## config.mk

```make
export PLATFORM = sky130hd
export DESIGN_NAME = ntt_output_streamer
export DESIGN_NICKNAME = d
export VERILOG_FILES = /design/src/rtl/ntt_output_streamer.sv
export SDC_FILE = /design/constraint.sdc
export NUM_CORES = 1
export LEC_CHECK = 0
export CAP_MARGIN = 0
export CORE_ASPECT_RATIO = 1.75
export CORE_MARGIN = 5
export CORE_UTILIZATION = 30
export DETAILED_ROUTE_END_ITERATION = 6
export SETUP_SLACK_MARGIN = 0.3
export SKIP_LAST_GASP = 1
export SYNTH_ARGS = -nofsm -noshare
export SYNTH_HDL_FRONTEND = slang
export SYNTH_SLANG_ARGS = --single-unit
```

## constraint.sdc

```tcl
create_clock -name clk -period 2.82 [get_ports clk]
set_input_delay 0.705 -clock clk [delete_from_list [all_inputs] [get_ports clk]]
set_output_delay 0.705 -clock clk [all_outputs]
set_load 0.01 [all_outputs]
```

## src/rtl/ntt_output_streamer.sv

```systemverilog
// rtl/ntt_output_streamer.sv - streams N coefficients out of a synchronous-read RAM as a valid/ready stream
// A 2-entry FIFO with credit-based read issue hides the RAM's one-cycle read latency.
module ntt_output_streamer #(
    parameter int N           = 256,
    parameter int ADDR_WIDTH  = 8,
    parameter int DATA_WIDTH  = 16,
    parameter int BIT_REVERSE = 0
) (
    input  logic                  clk,
    input  logic                  rst,
    input  logic                  start,
    output logic                  busy,
    output logic                  done,
    output logic [ADDR_WIDTH-1:0] ram_addr,
    output logic                  ram_re,
    input  logic [DATA_WIDTH-1:0] ram_rdata,
    output logic                  m_valid,
    input  logic                  m_ready,
    output logic [DATA_WIDTH-1:0] m_data,
    output logic                  m_last
);
    typedef enum logic [1:0] {IDLE, STREAM, DONE} state_t;

    localparam logic [ADDR_WIDTH:0] LP_N    = (ADDR_WIDTH+1)'(N);
    localparam logic [ADDR_WIDTH:0] LP_LAST = (ADDR_WIDTH+1)'(N-1);

    state_t                r_state;
    logic [ADDR_WIDTH:0]   r_rd_ptr;
    logic [ADDR_WIDTH:0]   r_out_cnt;
    logic                  r_inflight;
    logic                  r_busy;
    logic                  r_done;
    logic [1:0]            r_occ;
    logic [DATA_WIDTH-1:0] r_d0;
    logic [DATA_WIDTH-1:0] r_d1;

    logic [1:0]            w_credit;
    logic                  w_pop;
    logic                  w_issue;
    logic                  w_last_beat;

    function automatic logic [ADDR_WIDTH-1:0] bitrev(input logic [ADDR_WIDTH-1:0] a);
        logic [ADDR_WIDTH-1:0] r;
        r = '0;
        for (int i = 0; i < ADDR_WIDTH; i++) begin
            r[i] = a[ADDR_WIDTH-1-i];
        end
        return r;
    endfunction

    // A pop frees a slot this cycle, so a full credit count may still issue.
    assign w_credit    = r_occ + {1'b0, r_inflight};
    assign m_valid     = (r_occ != 2'd0);
    assign w_pop       = m_valid && m_ready;
    assign w_last_beat = (r_out_cnt == LP_LAST);
    assign w_issue     = (r_state == STREAM) && (r_rd_ptr < LP_N) &&
                         ((w_credit < 2'd2) || ((w_credit == 2'd2) && w_pop));

    assign ram_re = w_issue;
    assign m_data = r_d0;
    assign m_last = m_valid && w_last_beat;
    assign busy   = r_busy;
    assign done   = r_done;

    generate
        if (BIT_REVERSE != 0) begin : g_rev
            assign ram_addr = bitrev(r_rd_ptr[ADDR_WIDTH-1:0]);
        end else begin : g_nat
            assign ram_addr = r_rd_ptr[ADDR_WIDTH-1:0];
        end
    endgenerate

    always_ff @(posedge clk or posedge rst) begin
        if (rst) begin
            r_state    <= IDLE;
            r_rd_ptr   <= '0;
            r_out_cnt  <= '0;
            r_inflight <= 1'b0;
            r_busy     <= 1'b0;
            r_done     <= 1'b0;
        end else begin
            r_done     <= 1'b0;
            r_inflight <= w_issue;
            if (w_issue) begin
                r_rd_ptr <= r_rd_ptr + 1'b1;
            end
            if (w_pop) begin
                r_out_cnt <= r_out_cnt + 1'b1;
            end
            case (r_state)
                IDLE: begin
                    if (start) begin
                        r_state   <= STREAM;
                        r_busy    <= 1'b1;
                        r_rd_ptr  <= '0;
                        r_out_cnt <= '0;
                    end
                end
                STREAM: begin
                    if (w_pop && w_last_beat) begin
                        r_state <= DONE;
                        r_busy  <= 1'b0;
                        r_done  <= 1'b1;
                    end
                end
                DONE:    r_state <= IDLE;
                default: r_state <= IDLE;
            endcase
        end
    end

    // Head is always r_d0; r_d1 only holds data while two entries are queued.
    always_ff @(posedge clk or posedge rst) begin
        if (rst) begin
            r_occ <= 2'd0;
            r_d0  <= '0;
            r_d1  <= '0;
        end else begin
            case ({r_inflight, w_pop})
                2'b10: begin
                    if (r_occ == 2'd0) begin
                        r_d0 <= ram_rdata;
                    end else begin
                        r_d1 <= ram_rdata;
                    end
                    r_occ <= r_occ + 2'd1;
                end
                2'b01: begin
                    r_d0  <= r_d1;
                    r_occ <= r_occ - 2'd1;
                end
                2'b11: begin
                    if (r_occ == 2'd2) begin
                        r_d0 <= r_d1;
                        r_d1 <= ram_rdata;
                    end else begin
                        r_d0 <= ram_rdata;
                    end
                end
                default: ;
            endcase
        end
    end

    a_no_overflow: assert property (@(posedge clk) disable iff (rst)
        !(r_inflight && (r_occ == 2'd2) && !w_pop));
    a_occ_range: assert property (@(posedge clk) disable iff (rst) r_occ <= 2'd2);

endmodule

```

==> flow_summary_export.csv, run 1 <==
group,metric,value,unit
power,power,4.399,mW
detailed_routing,drt_wl_total,5.820,mm
power,p_sw,1.427,mW
worst_setup_path,reg2reg_setup_slack,600,ps
timing,fin_worst_skew,7.406,ps
detailed_routing,ant_nets,0,
logic_synthesis,yosysMostFrequentCell,"dfrtp_1",
power,ir_drop,0.0007349,V
clock_tree,numCtsBuffers,9,
power,clkPwrFrac,27.5,%
power,switching_share,32.44,%
logic_synthesis,syn_inst,249,
worst_setup_path,cp_max_fo,5,
clock_tree,cts_tree,"yes",
detailed_routing,vias,1991,
logic_synthesis,netlist.area_leader.share,52.73,%
logic_synthesis,synth_top_flop_cell,"dfrtp_1",
power,pwr-share-seq,32.2,%
global_route,grt_usage,11.69,%
clock_tree,cts.clk_slew.worst_paths,50,ps
logic_synthesis,synth_fp_nets,276,
timing,max_freq,413.9,MHz
detailed_routing,highest_layer,"met4",
power,power.density,1188,mW/mm²
placement,dpl.hpwl,4.033,mm
logic_synthesis,synth_area,0.002705,mm²
finish,utilization,41.50,%
timing,fin_ws,403.9,ps
global_route,antenna_found_initial,0,
logic_synthesis,yosys_warnings,0,
worst_setup_path,arrival,1710,ps
detailed_routing,first_pass_iters,4,
timing,worst_pin_slew,591.0,ps
logic_synthesis,avgSynthCellArea,10.86,µm²
global_route,grt_pass1_wl,9.977,mm
detailed_routing,drt_iter0_drc,46,
detailed_routing,viasPerCell,4.641,
worst_setup_path,cp_cell_sequence,"ha_1 > and3b_2 > o22ai_2 > nor2_1 > buf_2",
worst_setup_path,r2r-end,"r_d1[14]",
detailed_routing,wl_met3,307,µm
clock_tree,ctsHoldBuffers,0,
clock_tree,root_buffer,"clkbuf_16",
timing,setup_viol,0,
worst_setup_path,slowest_stage,"dfrtp_2",
timing,setup_tns,0,ps
worst_setup_path,crit_path_end_kind,"primary output",
global_route,grt_max_degree,33,
finish,syn2layout_area_growth,36.86,%
logic_synthesis,synth_top_area_cell,"dfrtp_1",
finish,nets,331,
clock_tree,clockBufferDepth,2,
job,max-cap-violations,0,
floorplan,io_pins,49,
logic_synthesis,ys_seq_area_share,52.73,%
floorplan,placementRows,46,
detailed_routing,drt-met1-wl,2.494,mm
worst_setup_path,r2r_start,"r_occ[0]",
floorplan,start_util,30.32,%
worst_setup_path,crit_type,"flip-flop to primary output",
worst_setup_path,crit_required,2120,ps
logic_synthesis,synth_edf_count,0,
floorplan,die_area,0.01109,mm²
worst_setup_path,cpPeakStageDelay,430,ps
timing,drv_slew,0,
detailed_routing,drc_errors,0,
worst_setup_path,rr_worst_depth,9,
power,p_leak,1.629,nW
worst_setup_path,start_kind,"flip-flop",
logic_synthesis,synthArstFlopShare,100.0,%
finish,fin_cells,429,
placement,portBuffers,48,
hold_path,hold_path.class,"flip-flop to flip-flop",
clock_tree,clock_sinks,57,
finish,finish.instance_area,0.003702,mm²
floorplan,core,0.008921,mm²
logic_synthesis,ys_top_cells_by_count,"dfrtp_1, nand2_1, o21ai_0",
power,combPwrFrac,40.4,%
global_route,grt_pass1_vias,2098,
detailed_routing,wl_per_cell,13.57,µm
hold_path,holdPathStages,2,
finish,drive_gt1_share,20.06,%
clock_tree,cts_max_level,3,
placement,gp_congestion,0.7726,
placement,dp.cells,408,
finish,antenna_cells,0,
hold_path,min_from,"m_data[8]",
clock_tree,clk-insertion-delay-late,320,ps
global_route,overflow,0,
logic_synthesis,ys_types,42,
floorplan,die_h,135.6,µm
detailed_routing,wl_met2,2.887,mm
power,p_int,2.972,mW
timing,hold_viol,0,
timing,whs,471.6,ps
timing,layout_min_cycle_time,2416,ps
status,run_status,"finished, final reports clean",
floorplan,die_w,81.78,µm
timing,relSlewSlack,60.54,%
hold_path,hold_end,"m_data[8]",
logic_synthesis,synth_seq_cells,57,
placement,dpl-instance-area,0.003311,mm²
logic_synthesis,synth_area_leaders,"dfrtp_1, mux2_2, a22oi_1",
timing,post-route-period-util,85.68,%
placement,dp_slack,-50.52,ps
timing,rsz0062_at_grt,"false",
==> layout by cell type (no fill, tap or decap), types with 4 or more instances in the layout <==
cell type / n
a21oi_1: 5
a22oi_1: 16
buf_4: 13
clkbuf_16: 9
clkdlybuf4s50_1: 45
dfrtp_1: 56
ha_1: 6
inv_1: 5
mux2_2: 16
mux2i_1: 4
nand2_1: 25
nand3_1: 10
nor2_1: 14
o21ai_0: 19
xor2_1: 7
==> critical path: cells and delay by family (launching register included) <==
kind / cells / cell delay, ps
flip-flops: 1 / 430
AND/OR/NAND/NOR: 2 / 390
buffers and inverters: 1 / 140
adder cells (fa/ha/maj): 1 / 330
AO/OA/AOI/OAI: 1 / 100
==> metal layers <==
layer	track usage, %	vias up
met5	0	-
met4	5.638	0
met3	3.862	13
met2	19.26	44
met1	13.31	948
li1	-	986
==> logic make-up after synthesis <==
logic type | share of synthesized area (%)
AND/OR/NAND/NOR | 14.66
flip-flops | 52.73
AO/OA/AOI/OAI | 12.40
buffers and inverters | 5.596
multiplexers | 8.141
XOR/XNOR | 3.238
adder cells (fa/ha/maj) | 3.238
==> flip-flops by register name, indices dropped and copies added (netlist names) <==
| register | count |
|---|---|
| r_occ | 2 |
| m_data | 16 |
| r_state | 2 |
| r_d1 | 16 |
| r_inflight | 1 |
| busy | 1 |
| r_rd_ptr | 9 |
| done | 1 |
| r_out_cnt | 9 |
==> how the worst max path moves through the flow <==
| stage | start | to | slack [ps] |
|---|---|---|---|
| 6_report | r_inflight | ram_re | 400 |
| 5_1_grt | r_inflight | ram_re | 290 |
| 4_1_cts | r_out_cnt[0] | m_last | 330 |
| 3_5_place_dp | m_ready | ram_re | -50 |
| 3_3_place_gp | m_ready | ram_re | -20 |
| 2_1_floorplan | r_occ[0] | r_d1[0] | 320 |
==> power by group through the flow <==
stage          clock network [mW]  registers [mW]  logic [mW]
2_1_floorplan                   0            1.43        1.08
3_3_place_gp                    0            1.42        1.68
3_5_place_dp                    0            1.43        1.73
4_1_cts                      1.25            1.42        1.77
5_1_grt                      1.29            1.47        1.98
6_report                     1.21            1.41        1.78
==> layout make-up <==
class | count | area, µm²
clock inverters | 4 | 73.82
multi-input cells | 166 | 1142
clock buffers | 12 | 266.5
well taps | 120 | 150.1
repair buffers | 63 | 615.6
inverters | 7 | 26.28
fillers | 867 | 5219
flip-flops and latches | 57 | 1428
==> repair_timing <==
action,4_1_cts,5_1_grt
gates resized for setup,8,5
setup endpoints to repair,2,2
pin swaps,1,2
buffers inserted,3,2
(Power assumes the default switching activity.)
==> run 2: changes to the inputs <==
--- a/config.mk
+++ b/config.mk
@@ -11,7 +11,6 @@
 export CORE_UTILIZATION = 30
 export DETAILED_ROUTE_END_ITERATION = 6
 export SETUP_SLACK_MARGIN = 0.3
-export SKIP_LAST_GASP = 1
 export SYNTH_ARGS = -nofsm -noshare
 export SYNTH_HDL_FRONTEND = slang
 export SYNTH_SLANG_ARGS = --single-unit
==> results of run 2 <==
No change in the layout: final DEF, timing and power equal those of run 1.
==> run 3: changes to the inputs <==
--- a/config.mk
+++ b/config.mk
@@ -6,7 +6,7 @@
 export NUM_CORES = 1
 export LEC_CHECK = 0
 export CAP_MARGIN = 0
-export CORE_ASPECT_RATIO = 1.75
+export CORE_ASPECT_RATIO = 0.9
 export CORE_MARGIN = 5
 export CORE_UTILIZATION = 30
 export DETAILED_ROUTE_END_ITERATION = 6
==> run 3 against run 2 <==
Against the previous run: sequential share of layout area rose by 1.5 points; maximum frequency shrank 0.54%; combinational power about the same; clock skew up 0.86 ps; final area down 3.8%; setup slack got worse by 13 ps; largest cell class unchanged; first-iteration DRC count up 67%; clock power fell by 36%; utilization fell by 0.52 points.
==> flow_summary_export.csv, run 3 (synthesized netlist as in run 1, its figures left out) <==
group,metric,value,unit
power,pwr-share-seq,35.4,%
clock_tree,cts_max_level,3,
power,switching_share,35.66,%
worst_setup_path,cp-startpoint,"r_out_cnt[4]",
detailed_routing,drc_errors,0,
finish,final_cell_mix,"dfrtp_1, clkdlybuf4s50_1, nand2_1, o21ai_0",
worst_setup_path,cp_cell_sequence,"and4_4 > and4_1 > ha_1 > and2_1 > clkdlybuf4s15_1",
clock_tree,numCtsBuffers,9,
detailed_routing,vias,2005,
finish,antenna_cells,0,
worst_setup_path,cp_max_fo,3,
worst_setup_path,r2r_start,"r_occ[0]",
power,power.density,1117,mW/mm²
clock_tree,root_buffer,"clkbuf_8",
timing,worst_pin_slew,602.4,ps
finish,syn2layout_area_growth,31.64,%
worst_setup_path,crit_type,"flip-flop to primary output",
worst_setup_path,start_kind,"flip-flop",
clock_tree,cts_tree,"yes",
timing,hold_viol,0,
power,p_sw,1.418,mW
worst_setup_path,arrival,1720,ps
finish,utilization,40.99,%
floorplan,die_w,110.1,µm
global_route,overflow,0,
clock_tree,ctsHoldBuffers,0,
detailed_routing,first_pass_iters,4,
floorplan,die_h,100.1,µm
global_route,met2_usage,19.40,%
timing,rsz0062_at_grt,"true",
clock_tree,cts.clk_slew.worst_paths,70,ps
timing,drv_slew,0,
power,combPwrFrac,45.1,%
global_route,busiest_layer,"met2",
global_route,grt_pass1_wl,10.07,mm
detailed_routing,ant_nets,0,
status,run_status,"finished, final reports clean",
timing,max_freq,411.6,MHz
hold_path,hold_path.class,"flip-flop to flip-flop",
global_route,antenna_found_initial,0,
detailed_routing,viasPerCell,4.685,
placement,gp_congestion,0.7393,
floorplan,die_area,0.01102,mm²
job,max-cap-violations,0,
global_route,grt_max_degree,33,
worst_setup_path,cpPeakStageDelay,410,ps
worst_setup_path,rr_worst_depth,9,
floorplan,core,0.008688,mm²
timing,relSlewSlack,59.78,%
global_route,grt_pass1_vias,2072,
worst_setup_path,crit_path_end_kind,"primary output",
placement,portBuffers,48,
global_route,met1_usage,14.06,%
floorplan,start_util,31.13,%
worst_setup_path,crit_required,2120,ps
floorplan,placementRows,32,
clock_tree,clock_sinks,57,
finish,drive_gt1_share,19.74,%
detailed_routing,drt_wl_total,5.893,mm
timing,fin_worst_skew,8.262,ps
global_route,met3_usage,4.116,%
finish,fin_cells,428,
finish,final_common_cell,"dfrtp_1",
placement,dp.cells,408,
power,p_int,2.559,mW
floorplan,io_pins,49,
detailed_routing,drt_iter0_drc,77,
finish,nets,331,
hold_path,holdPathStages,2,
worst_setup_path,slowest_stage,"dfrtp_1",
hold_path,min_from,"m_data[15]",
timing,post-route-period-util,86.15,%
detailed_routing,wl_per_cell,13.77,µm
power,clkPwrFrac,19.6,%
power,p_leak,1.548,nW
timing,layout_min_cycle_time,2429,ps
clock_tree,clk-insertion-delay-late,340,ps
global_route,grt_usage,11.73,%
placement,dpl.hpwl,4.025,mm
clock_tree,clockBufferDepth,2,
power,ir_drop,0.0003818,V
timing,setup_viol,0,
==> run 3: worst paths after layout <==
kind                          endpoint  slack (ps)
hold / removal              m_data[15]         480
setup / recovery                m_last         390
hold reg to reg             m_data[15]         480
setup reg to reg               r_d1[6]         600
max in group asynchronous      r_d1[1]        1480
min in group asynchronous  r_rd_ptr[7]         760
==> run 3: worst max-delay path: cells and delay by family (launching register included) <==
family                     cells  cell delay (ps)
adders and majority gates      1              190
buffers and inverters          1              230
DFF                            1              410
and+or+nand+nor                3              550
==> run 3: power by group through the flow <==
stage / Combinational (mW) / Clock [mW] / Sequential [mW]
after global placement: 1.71 / 0 / 1.42
after global routing: 2.00 / 0.837 / 1.46
after floorplan: 1.08 / 0 / 1.43
after detailed placement: 1.74 / 0 / 1.44
after CTS: 1.79 / 0.809 / 1.41
final: 1.79 / 0.778 / 1.41
==> run 3: layout make-up <==
cell class	count	area, µm²
fillers	864	5127
repair buffers	63	611.8
clock inverters	6	66.31
clock buffers	10	137.6
multi-input cells	166	1144
well taps	119	148.9
inverters	7	26.28
flip-flops and latches	57	1426
==> run 3: through the flow <==
| step | setup TNS [ps] | total power [mW] | hold slack, ps | worst slack (ps) | area [µm²] |
|---|---|---|---|---|---|
| 4_1_cts | 0 | 4.015 | 484.5 | 306.1 | 3543 |
| 6_report | 0 | 3.978 | 479.3 | 390.7 | 3561 |
| 3_3_place_gp | -174.0 | 3.136 | 465.7 | -174.0 | 3317 |
| 5_1_grt | 0 | 4.295 | 511.4 | 285.3 | 3561 |
| 2_1_floorplan | 0 | 2.516 | 464.1 | 323.3 | 2705 |
| 3_5_place_dp | -165.1 | 3.183 | 469.9 | -165.1 | 3317 |
==> run 3: timing repair <==
item,CTS,global route
setup endpoints to repair,2,2
cloned,0,0
gates resized for setup,9,3
pin swaps,2,2
buffers inserted,3,1
==> run 3: layer usage <==
layer	routed length, µm	part of all wire (%)
met5	0	0
met2	2901	49
met1	2646	45
met3	266	4.5
met4	79	1.3
